===== config.mk =====
export PLATFORM = sky130hd
export DESIGN_NAME = gate_vector_sequencer
export DESIGN_NICKNAME = d
export VERILOG_FILES = /design/src/rtl/gate_vector_sequencer.sv
export SDC_FILE = /design/constraint.sdc
export NUM_CORES = 1
export LEC_CHECK = 0
export CORE_MARGIN = 3
export CORE_UTILIZATION = 46
export CTS_CLUSTER_DIAMETER = 100
export CTS_CLUSTER_SIZE = 20
export DETAILED_ROUTE_END_ITERATION = 10
export PLACE_DENSITY = 0.77
export SYNTH_ARGS = -nofsm -noshare
export SYNTH_HDL_FRONTEND = slang
export SYNTH_SLANG_ARGS = --single-unit
export TNS_END_PERCENT = 1

===== constraint.sdc =====
create_clock -name clk -period 1.4 [get_ports clk]
set_input_delay 0.28 -clock clk [delete_from_list [all_inputs] [get_ports clk]]
set_output_delay 0.28 -clock clk [all_outputs]
set_load 0.01 [all_outputs]

===== src/rtl/gate_vector_sequencer.sv =====
// Exhaustive truth-table sweeper for a small combinational gate cell.
// Steps through every input vector, waits a settle window, then samples and scores dut_y.
module gate_vector_sequencer #(
    parameter int                   N_IN   = 2,
    parameter int                   SETTLE = 2,
    parameter logic [2**N_IN-1:0]   TRUTH  = 4'b0001
) (
    input  logic            clk,
    input  logic            rst_n,
    input  logic            start,
    output logic [N_IN-1:0] stim,
    input  logic            dut_y,
    output logic            busy,
    output logic            done,
    output logic            pass,
    output logic [N_IN:0]   err_count,
    output logic [N_IN-1:0] fail_vec
);

    localparam int              CW       = (SETTLE > 1) ? $clog2(SETTLE) : 1;
    localparam logic [CW-1:0]   CNT_LAST = CW'(SETTLE - 1);
    localparam logic [N_IN-1:0] LAST_VEC = '1;

    typedef enum logic [1:0] {
        S_IDLE,
        S_SETTLE,
        S_CHECK,
        S_DONE
    } state_t;

    state_t        state;
    logic [CW-1:0] cnt;
    logic          mismatch;

    // Only consumed inside S_CHECK, so dut_y never reaches an output combinationally.
    assign mismatch = (dut_y != TRUTH[stim]);

    always_ff @(posedge clk or negedge rst_n) begin
        if (!rst_n) begin
            state     <= S_IDLE;
            stim      <= '0;
            cnt       <= '0;
            busy      <= 1'b0;
            done      <= 1'b0;
            pass      <= 1'b0;
            err_count <= '0;
            fail_vec  <= '0;
        end else begin
            case (state)
                S_IDLE, S_DONE: begin
                    if (start) begin
                        state     <= S_SETTLE;
                        stim      <= '0;
                        cnt       <= '0;
                        err_count <= '0;
                        fail_vec  <= '0;
                        busy      <= 1'b1;
                        done      <= 1'b0;
                        pass      <= 1'b0;
                    end
                end

                S_SETTLE: begin
                    cnt <= cnt + 1'b1;
                    if (cnt == CNT_LAST) begin
                        state <= S_CHECK;
                    end
                end

                S_CHECK: begin
                    if (mismatch) begin
                        err_count <= err_count + 1'b1;
                        if (err_count == '0) begin
                            fail_vec <= stim;
                        end
                    end
                    // The last vector holds stim so the increment never wraps it.
                    if (stim == LAST_VEC) begin
                        state <= S_DONE;
                        busy  <= 1'b0;
                        done  <= 1'b1;
                        pass  <= (err_count == '0) && !mismatch;
                    end else begin
                        stim  <= stim + 1'b1;
                        cnt   <= '0;
                        state <= S_SETTLE;
                    end
                end

                default: begin
                    state <= S_IDLE;
                end
            endcase
        end
    end

endmodule

## After elaboration in Yosys (flattened, before gate mapping)

Index checks and enable logic that the tools add are counted.

| storage, ports and cells | value |
|---|---|
| register bits | 13 |
| input port bits | 4 |
| word-level logic and storage cells | 60 |

| operators by class | value |
|---|---|
| $add $sub $neg | 3 |
| magnitude comparators | 1 |
| equal/unequal tests | 11 |
| muxes and demuxes | 25 |
| reduce and logical (&&, ||, !) cells | 12 |

Operators with widths:

| cell | count |
|---|---|
| 2-bit 2-to-1 mux | 7 |
| 2-bit inequality test (second input constant) | 6 |
| 3-bit AND reduction | 3 |
| 2-bit one-hot mux with 2 select lines | 2 |
| 1-bit 2-to-1 mux | 7 |
| 2-bit == test (second input constant) | 3 |
| 3-bit 2-to-1 mux | 2 |
| 1-bit one-hot mux with 2 select lines | 3 |
| 2-bit one-hot mux with 3 select lines | 1 |
| 3-bit one-hot mux with 2 select lines | 1 |
| 2-bit AND reduction | 2 |
| 4-bit AND reduction | 1 |
| 3-bit by 1-bit adder with 3-bit output (second input constant) | 1 |
| 3-bit logical NOT | 1 |
| 2-bit by 3-bit less-than comparator with 1-bit output (second input constant) | 1 |
| 1-bit one-hot mux with 3 select lines | 1 |
| 2-bit by 1-bit adder with 2-bit output (second input constant) | 1 |
| 1-bit binary-select mux with 2-bit select | 1 |
| 2-bit by 1-bit == test with 1-bit output (second input constant) | 1 |
| 2-bit logical NOT | 1 |
| 2-bit nonzero test | 1 |
| 2-bit OR reduction | 1 |
| 1-bit adder (second input constant) | 1 |
| 1-bit logical AND | 1 |
| other kinds (2) | 2 |

## Logic depth before layout (Yosys ltp)

Gate-level depths: netlist (run 1).

| depth | value |
|---|---|
| depth in word-level cells | 7 |
| gate-level depth with buffers | 6 |

## Worst setup path after synthesis (run 1)

OpenSTA, ideal clock, no wires.

| timing path | value |
|---|---|
| kind | reg2reg |
| start point | register state[0] |
| end point | register cnt |
| library setup time | 0.125 ns |
| arrival | 1.353 ns |
| required time | 1.275 ns |
| path slack | -0.078 ns |
| cell stages (with the launch flop) | 6 |
| path buffers | 0 |
| clock period less this slack | 1.478 ns |
| path through | dfrtp_1 > inv_1 > ha_1 > and2b_1 > nor2_1 > mux2_2 |

| on the way | value |
|---|---|
| longest elaborated chain between the ends | 4 |
| elaborated cells between the ends (all ways) | 9 |

RTL lines:

| element | RTL line | RTL |
|---|---|---|
| start, declared | 31 | `state_t state;` |
| start signal, assigned | 40 | `state <= S_IDLE;` |
| start signal, assigned | 52 | `state <= S_SETTLE;` |
| start signal, assigned | 66 | `state <= S_CHECK;` |
| 2-bit == test / 2-bit logical NOT (equally long branches) | 49 | `case (state)` |
| 2-bit OR reduction | 49 |  |
| 2-bit inequality test (no line) | -- |  |
| 2-bit AND reduction (no line) | -- |  |
| end signal, assigned | 64 | `cnt <= cnt + 1'b1;` |
| end, declared | 32 | `logic [CW-1:0] cnt;` |

Several ways; a longest one is shown, not always the timed one.
A chain may end at the register's enable or synchronous reset.

## Final worst setup path (run 1)

| timing path | value |
|---|---|
| start point | register state[1] |
| end point | register cnt |

The elaborated chain is that of the path after synthesis.

==> results.json, run 1 <==
{
  "cts.sinks": 13,
  "p_per_area_mw_per_mm2": 1510,
  "gp_congestion": 0.735,
  "cts_hold_buffers": 0,
  "combPwrFrac": 0.588,
  "regToRegStartpoint": "state[1]$_DFFE_PN0P_",
  "vias": 710,
  "core_mm2": 0.00159,
  "relSlewSlack": 0.866,
  "slew_viol_final": 0,
  "syn_nets": 92,
  "finalCriticalPeriod_ns": 1.45,
  "r2r-end": "cnt$_DFFE_PN0P_",
  "cp_max_fo": 5,
  "synth_cell_types": 31,
  "clk_pin_slew_ns": 0.08,
  "ys_seq_area_frac": 0.398,
  "dp_hpwl_mm": 1.30,
  "clock_latency_ns": 0.27,
  "p_leak_nw": 0.542,
  "grt_overflow": 0,
  "violations": "negative setup slack",
  "n_fill_cell": 114,
  "cp.required_ns": 1.56,
  "grt_max_degree": 14,
  "initial_core_util": 0.513,
  "whs_ns": 0.315,
  "drive_gt1_frac": 0.348,
  "drt_wl_total_mm": 1.83,
  "via_per_inst": 5.22,
  "hp-class": "in2async",
  "h-tree-depth": 1,
  "worst_pin_slew_ns": 0.200,
  "rrSetupSlack_ns": -0.05,
  "layout.area.seq_um2": 327,
  "route.detailed.drc": 0,
  "clock_path_buffers": 2,
  "grt_pass1_vias": 682,
  "grt_pass1_wl_mm": 2.95,
  "n_antenna_cell": 0,
  "maxCapViolations": 0,
  "dr.pass1.iters": 4,
  "ant_nets": 0,
  "fin_nets": 124,
  "setup_ws_ns": -0.0451,
  "reg2reg_depth": 4,
  "syn_to_final_growth_pct": 43.5,
  "period_share": 1.03,
  "internal_power_mw": 1.08,
  "grtUsageTotal": 0.179,
  "postPlaceCellArea_mm2": 0.00108,
  "p_sw_uw": 690,
  "multi_input_area_um2": 510,
  "path_class": "reg2reg",
  "yosys_warnings": 0,
  "final_core_util": 0.735,
  "drt_iter0_markers": 21,
  "ir_drop_mv": 0.999,
  "worst_setup_path_start_kind": "flip-flop",
  "outcome": "finished, violations left",
  "cts_root_buf": "clkbuf_4",
  "max_freq_ghz": 0.692,
  "end_kind": "flip-flop",
  "rows": 14,
  "cp.arrival_ns": 1.60,
  "seqPwrFrac": 0.284,
  "ys_seq_elements": 13,
  "total_power_mw": 1.77,
  "cts_tree": "done",
  "cts_buffers": 3,
  "die_w_um": 48.1,
  "die_h_um": 48.1,
  "io_pins": 14,
  "synthesis.area_um2": 817,
  "hold_violations": 0,
  "synth.avg_cell_area_um2": 10.1,
  "fin_tns_setup_ns": -0.0461,
  "die_area_mm2": 0.00232,
  "swShare": 0.389,
  "synthCells": 81,
  "finalSetupViolCount": 2,
  "antenna_found_initial": 0,
  "finClkSkew_ns": 0.000543,
  "rsz0062_at_grt": "true",
  "final_area_mm2": 0.00117,
  "portBuffers": 13,
  "p_clk_frac": 0.129,
  "wl_per_cell_um": 13.4
}
==> how the worst max path moves through the flow <==
stage                               startpoint                  endpoint  slack, ns  depth (start not counted)
after floorplan           state[0]$_DFFE_PN0P_           cnt$_DFFE_PN0P_     -0.002                          5
after global placement                   start           cnt$_DFFE_PN0P_      -0.15                          4
after detailed placement                 start  err_count[0]$_DFFE_PN0P_      -0.18                          4
after CTS                  stim[0]$_DFFE_PN0P_  err_count[2]$_DFFE_PN0P_      -0.02                          6
after global routing      state[1]$_DFFE_PN0P_          pass$_DFFE_PN0P_      -0.08                          5
final                     state[1]$_DFFE_PN0P_           cnt$_DFFE_PN0P_      -0.05                          4
==> cells in the final DEF (no fill, tap or decap), types with 3 or more instances in the layout <==
cell / netlist / layout
a21oi_1: 6 / 6
buf_4: 0 / 16
clkbuf_4: 0 / 3
clkdlybuf4s50_1: 0 / 3
dfrtp_1: 13 / 12
dlygate4sd2_1: 0 / 10
ha_2: 0 / 3
inv_1: 10 / 7
inv_2: 1 / 4
mux2i_1: 3 / 3
nand2_1: 5 / 5
o211ai_1: 3 / 3
==> routing by layer <==
| layer | track usage | up-vias | routed length [µm] |
|---|---|---|---|
| li1 | - | 354 | - |
| met1 | 0.250 | 328 | 866 |
| met2 | 0.284 | 26 | 843 |
| met3 | 0.0221 | 2 | 103 |
| met4 | 0.0645 | 0 | 14 |
| met5 | 0 | - | 0 |
==> through the flow <==
| stage | instances | setup WS, ns |
|---|---|---|
| floorplan | 81 | -0.00156 |
| global route | 136 | -0.0757 |
| CTS | 134 | -0.0210 |
| finish | 136 | -0.0451 |
| global placement | 129 | -0.147 |
| detailed placement | 129 | -0.183 |
==> registers in the layout, summed over array words and instances (netlist names) <==
signal	flops
busy	1
cnt	1
done	1
err_count	3
fail_vec	2
pass	1
state	2
stim	2
==> cells in the mapped netlist <==
library cell	instances	area, µm²
nand2b_4	1	13.8
mux2i_1	3	30.0
ha_1	7	87.6
mux2_2	1	11.3
nand2_1	5	18.8
nor3_1	1	5.00
and2_1	1	6.26
o211ai_1	3	22.5
and3b_1	1	8.76
or3_1	2	12.5
inv_1	10	37.5
and4b_1	2	20.0
o2111ai_1	3	26.3
buf_2	2	10.0
inv_2	1	3.75
o22ai_1	1	6.26
o211a_4	1	17.5
xor2_2	1	16.3
nand2b_1	1	6.26
o21bai_1	1	7.51
nor3_2	1	10.0
o311a_1	1	10.0
dfrtp_1	13	325
a21oi_1	6	30.0
nor2_1	2	7.51
and2b_1	1	7.51
o21ai_0	2	10.0
nor2b_1	2	12.5
a32oi_1	1	8.76
o2bb2ai_1	2	17.5
nand3_1	2	10.0
==> kinds of logic (layout without fill, tap and decap cells) <==
| group | after synthesis | count (layout) | synth area share |
|---|---|---|---|
| compound gates | 21 | 21 | 0.191 |
| xor+xnor | 1 | 1 | 0.0199 |
| fa+ha+maj | 7 | 7 | 0.107 |
| buf+inv | 13 | 44 | 0.0628 |
| flops | 13 | 13 | 0.398 |
| mux | 4 | 4 | 0.0505 |
| simple gates | 22 | 22 | 0.170 |
==> worst max-delay path, cell delays in order, from the launching register on <==
cell and delay [ns]:
dfrtp_1 0.43, ha_4 0.27, and2b_1 0.19, nor2_2 0.14, mux2_4 0.31
==> power groups by stage <==
stage	sequential (mW)	clock [mW]	combinational (mW)
2_1_floorplan	0.519	0	0.560
3_3_place_gp	0.504	0	0.890
3_5_place_dp	0.506	0	0.906
4_1_cts	0.501	0.239	0.904
5_1_grt	0.511	0.258	1.14
6_report	0.503	0.228	1.04
==> final cells by class <==
| class | instances | share of cell area |
|---|---|---|
| repair buffers | 29 | 0.203 |
| well taps | 24 | 0.0256 |
| inverters | 11 | 0.0352 |
| multi-input cells | 55 | 0.435 |
| clock buffers | 4 | 0.0224 |
| flip-flops and latches | 13 | 0.279 |
==> repair_timing <==
action,CTS,global route
pin swaps,2,5
resized for setup,13,9
setup buffers,1,2
endpoints found under the setup margin,17,9
endpoints found under the hold margin,0,0
Power figures use the tool's default switching activity.
==> run 2: changes to the inputs <==
--- a/config.mk
+++ b/config.mk
@@ -6,11 +6,12 @@
 export NUM_CORES = 1
 export LEC_CHECK = 0
 export CORE_MARGIN = 3
-export CORE_UTILIZATION = 46
+export CORE_UTILIZATION = 48
+export CTS_BUF_LIST = sky130_fd_sc_hd__clkbuf_2
 export CTS_CLUSTER_DIAMETER = 100
 export CTS_CLUSTER_SIZE = 20
 export DETAILED_ROUTE_END_ITERATION = 10
-export PLACE_DENSITY = 0.77
+export PLACE_DENSITY = 0.79
 export SYNTH_ARGS = -nofsm -noshare
 export SYNTH_HDL_FRONTEND = slang
 export SYNTH_SLANG_ARGS = --single-unit
==> run 2 against run 1 <==
The run still ends with negative setup slack left. Core utilization up 2.3 points. Sequential power up 1%. Die area shrank 3.7%. Final cell count is 5.1% lower. Non-clock buffer count is 1 higher. Hold slack got worse by 0.021 ns. Wire length grew 3.6%. Critical path depth unchanged. Critical path type unchanged. Largest cell class unchanged. Largest power group unchanged. Highest routed layer unchanged.
==> results.json, run 2 (synthesis gave the netlist of run 1 again) <==
{
  "slew_viol_final": 0,
  "grt_pass1_wl_mm": 2.75,
  "io_pins": 14,
  "outcome": "finished, violations left",
  "cp.required_ns": 1.57,
  "finalSetupViolCount": 1,
  "p_clk_frac": 0.112,
  "core_mm2": 0.00156,
  "clk_pin_slew_ns": 0.14,
  "cts_buffers": 3,
  "total_power_mw": 1.82,
  "internal_power_mw": 1.09,
  "grt_pass1_vias": 663,
  "p_sw_uw": 732,
  "swShare": 0.402,
  "ir_drop_mv": 1.10,
  "gp_congestion": 0.795,
  "dr.pass1.iters": 3,
  "worst_pin_slew_ns": 0.198,
  "combPwrFrac": 0.609,
  "relSlewSlack": 0.868,
  "p_leak_nw": 0.541,
  "cp_max_fo": 3,
  "drt_wl_total_mm": 1.89,
  "dp_hpwl_mm": 1.35,
  "end_kind": "flip-flop",
  "maxCapViolations": 0,
  "ant_nets": 0,
  "rows": 14,
  "final_cell_mix": "17 x buf_4, 11 x dfrtp_1, 8 x dlygate4sd2_1, 6 x inv_1, 6 x a21oi_1",
  "setup_ws_ns": -0.00842,
  "die_h_um": 47.3,
  "seqPwrFrac": 0.279,
  "max_freq_ghz": 0.710,
  "hp-class": "in2async",
  "n_antenna_cell": 0,
  "h-tree-depth": 1,
  "p_per_area_mw_per_mm2": 1540,
  "syn_to_final_growth_pct": 44.7,
  "largest-register": "err_count",
  "portBuffers": 13,
  "rsz0062_at_grt": "true",
  "drive_gt1_frac": 0.398,
  "initial_core_util": 0.524,
  "die_area_mm2": 0.00223,
  "fin_tns_setup_ns": -0.00842,
  "fin_nets": 125,
  "largest_reg_flops": 3,
  "vias": 714,
  "path_class": "reg2reg",
  "finClkSkew_ns": 0.00883,
  "grtUsageTotal": 0.176,
  "clock_path_buffers": 2,
  "cts_tree": "done",
  "die_w_um": 47.3,
  "period_share": 1.01,
  "via_per_inst": 5.53,
  "route.detailed.drc": 0,
  "cts.sinks": 13,
  "cts_hold_buffers": 0,
  "antenna_found_initial": 0,
  "cts_root_buf": "clkbuf_2",
  "worst_setup_path_start_kind": "flip-flop",
  "cp.arrival_ns": 1.58,
  "finalCriticalPeriod_ns": 1.41,
  "layout_commonest_cell": "buf_4",
  "violations": "negative setup slack",
  "clock_latency_ns": 0.28,
  "hold_violations": 0,
  "drt_iter0_markers": 5,
  "grt_overflow": 0,
  "grt_max_degree": 14,
  "wl_per_cell_um": 14.7
}
-- run 2: cell type report --
cell class | count | area (µm²)
clock buffer | 4 | 20.0
sequential | 13 | 328
fill | 108 | 377
tap | 16 | 20.0
multi-input combinational | 55 | 531
timing repair buffer | 30 | 243
inverter | 11 | 41.3
-- run 2: path summary, 6_finish.rpt --
path / slack [ns] / depth (start not counted) / endpoint / from
setup / recovery: -0.008 / 4 / cnt$_DFFE_PN0P_ / state[1]$_DFFE_PN0P_
hold / removal: 0.29 / 2 / fail_vec[0]$_DFFE_PN0P_ / rst_n
setup reg to reg: -0.008 / 4 / cnt$_DFFE_PN0P_ / state[1]$_DFFE_PN0P_
hold reg to reg: 0.54 / 1 / busy$_DFFE_PN0P_ / busy$_DFFE_PN0P_
max in group asynchronous: 0.92 / 2 / stim[1]$_DFFE_PN0P_ / rst_n
min in group clk: 0.54 / 1 / busy$_DFFE_PN0P_ / busy$_DFFE_PN0P_
-- run 2: critical path, cell delays in order, from the launching register on --
cell     delay (ns)
dfrtp_1        0.44
ha_4           0.26
and2b_1        0.18
nor2_2         0.13
mux2_4         0.30
-- run 2: metrics by stage --
stage	instances	worst slack [ns]	utilization	area, µm²	hold slack, ns
after floorplan	81	-0.00156	-	836	-0.0156
after global placement	125	-0.124	0.708	1100	0.495
after detailed placement	125	-0.190	0.708	1100	0.506
after CTS	129	-0.0246	0.719	1120	0.298
after global routing	129	-0.0518	0.758	1180	0.303
final	129	-0.00842	0.758	1180	0.294
-- run 2: what timing repair did --
item                                    in CTS  in global routing
pin swaps                                    2                  9
endpoints found under the setup margin      17                 11
gates resized for setup                     14                 16
setup buffers                                0                  0
-- run 2: power by group through the flow --
stage	Clock (mW)	Combinational (mW)	Sequential (mW)
3_5_place_dp	0	0.975	0.508
2_1_floorplan	0	0.560	0.519
4_1_cts	0.206	0.980	0.501
5_1_grt	0.226	1.21	0.520
6_report	0.203	1.11	0.508
3_3_place_gp	0	0.947	0.504
-- run 2: metal layers --
metal  global-route usage  part of all wire  vias to the layer above
li1                     -                 -                      359
met1                0.244              0.46                      340
met2                0.267              0.50                       11
met3               0.0230             0.025                        4
met4               0.0829             0.014                        0
met5                    0                 0                        -
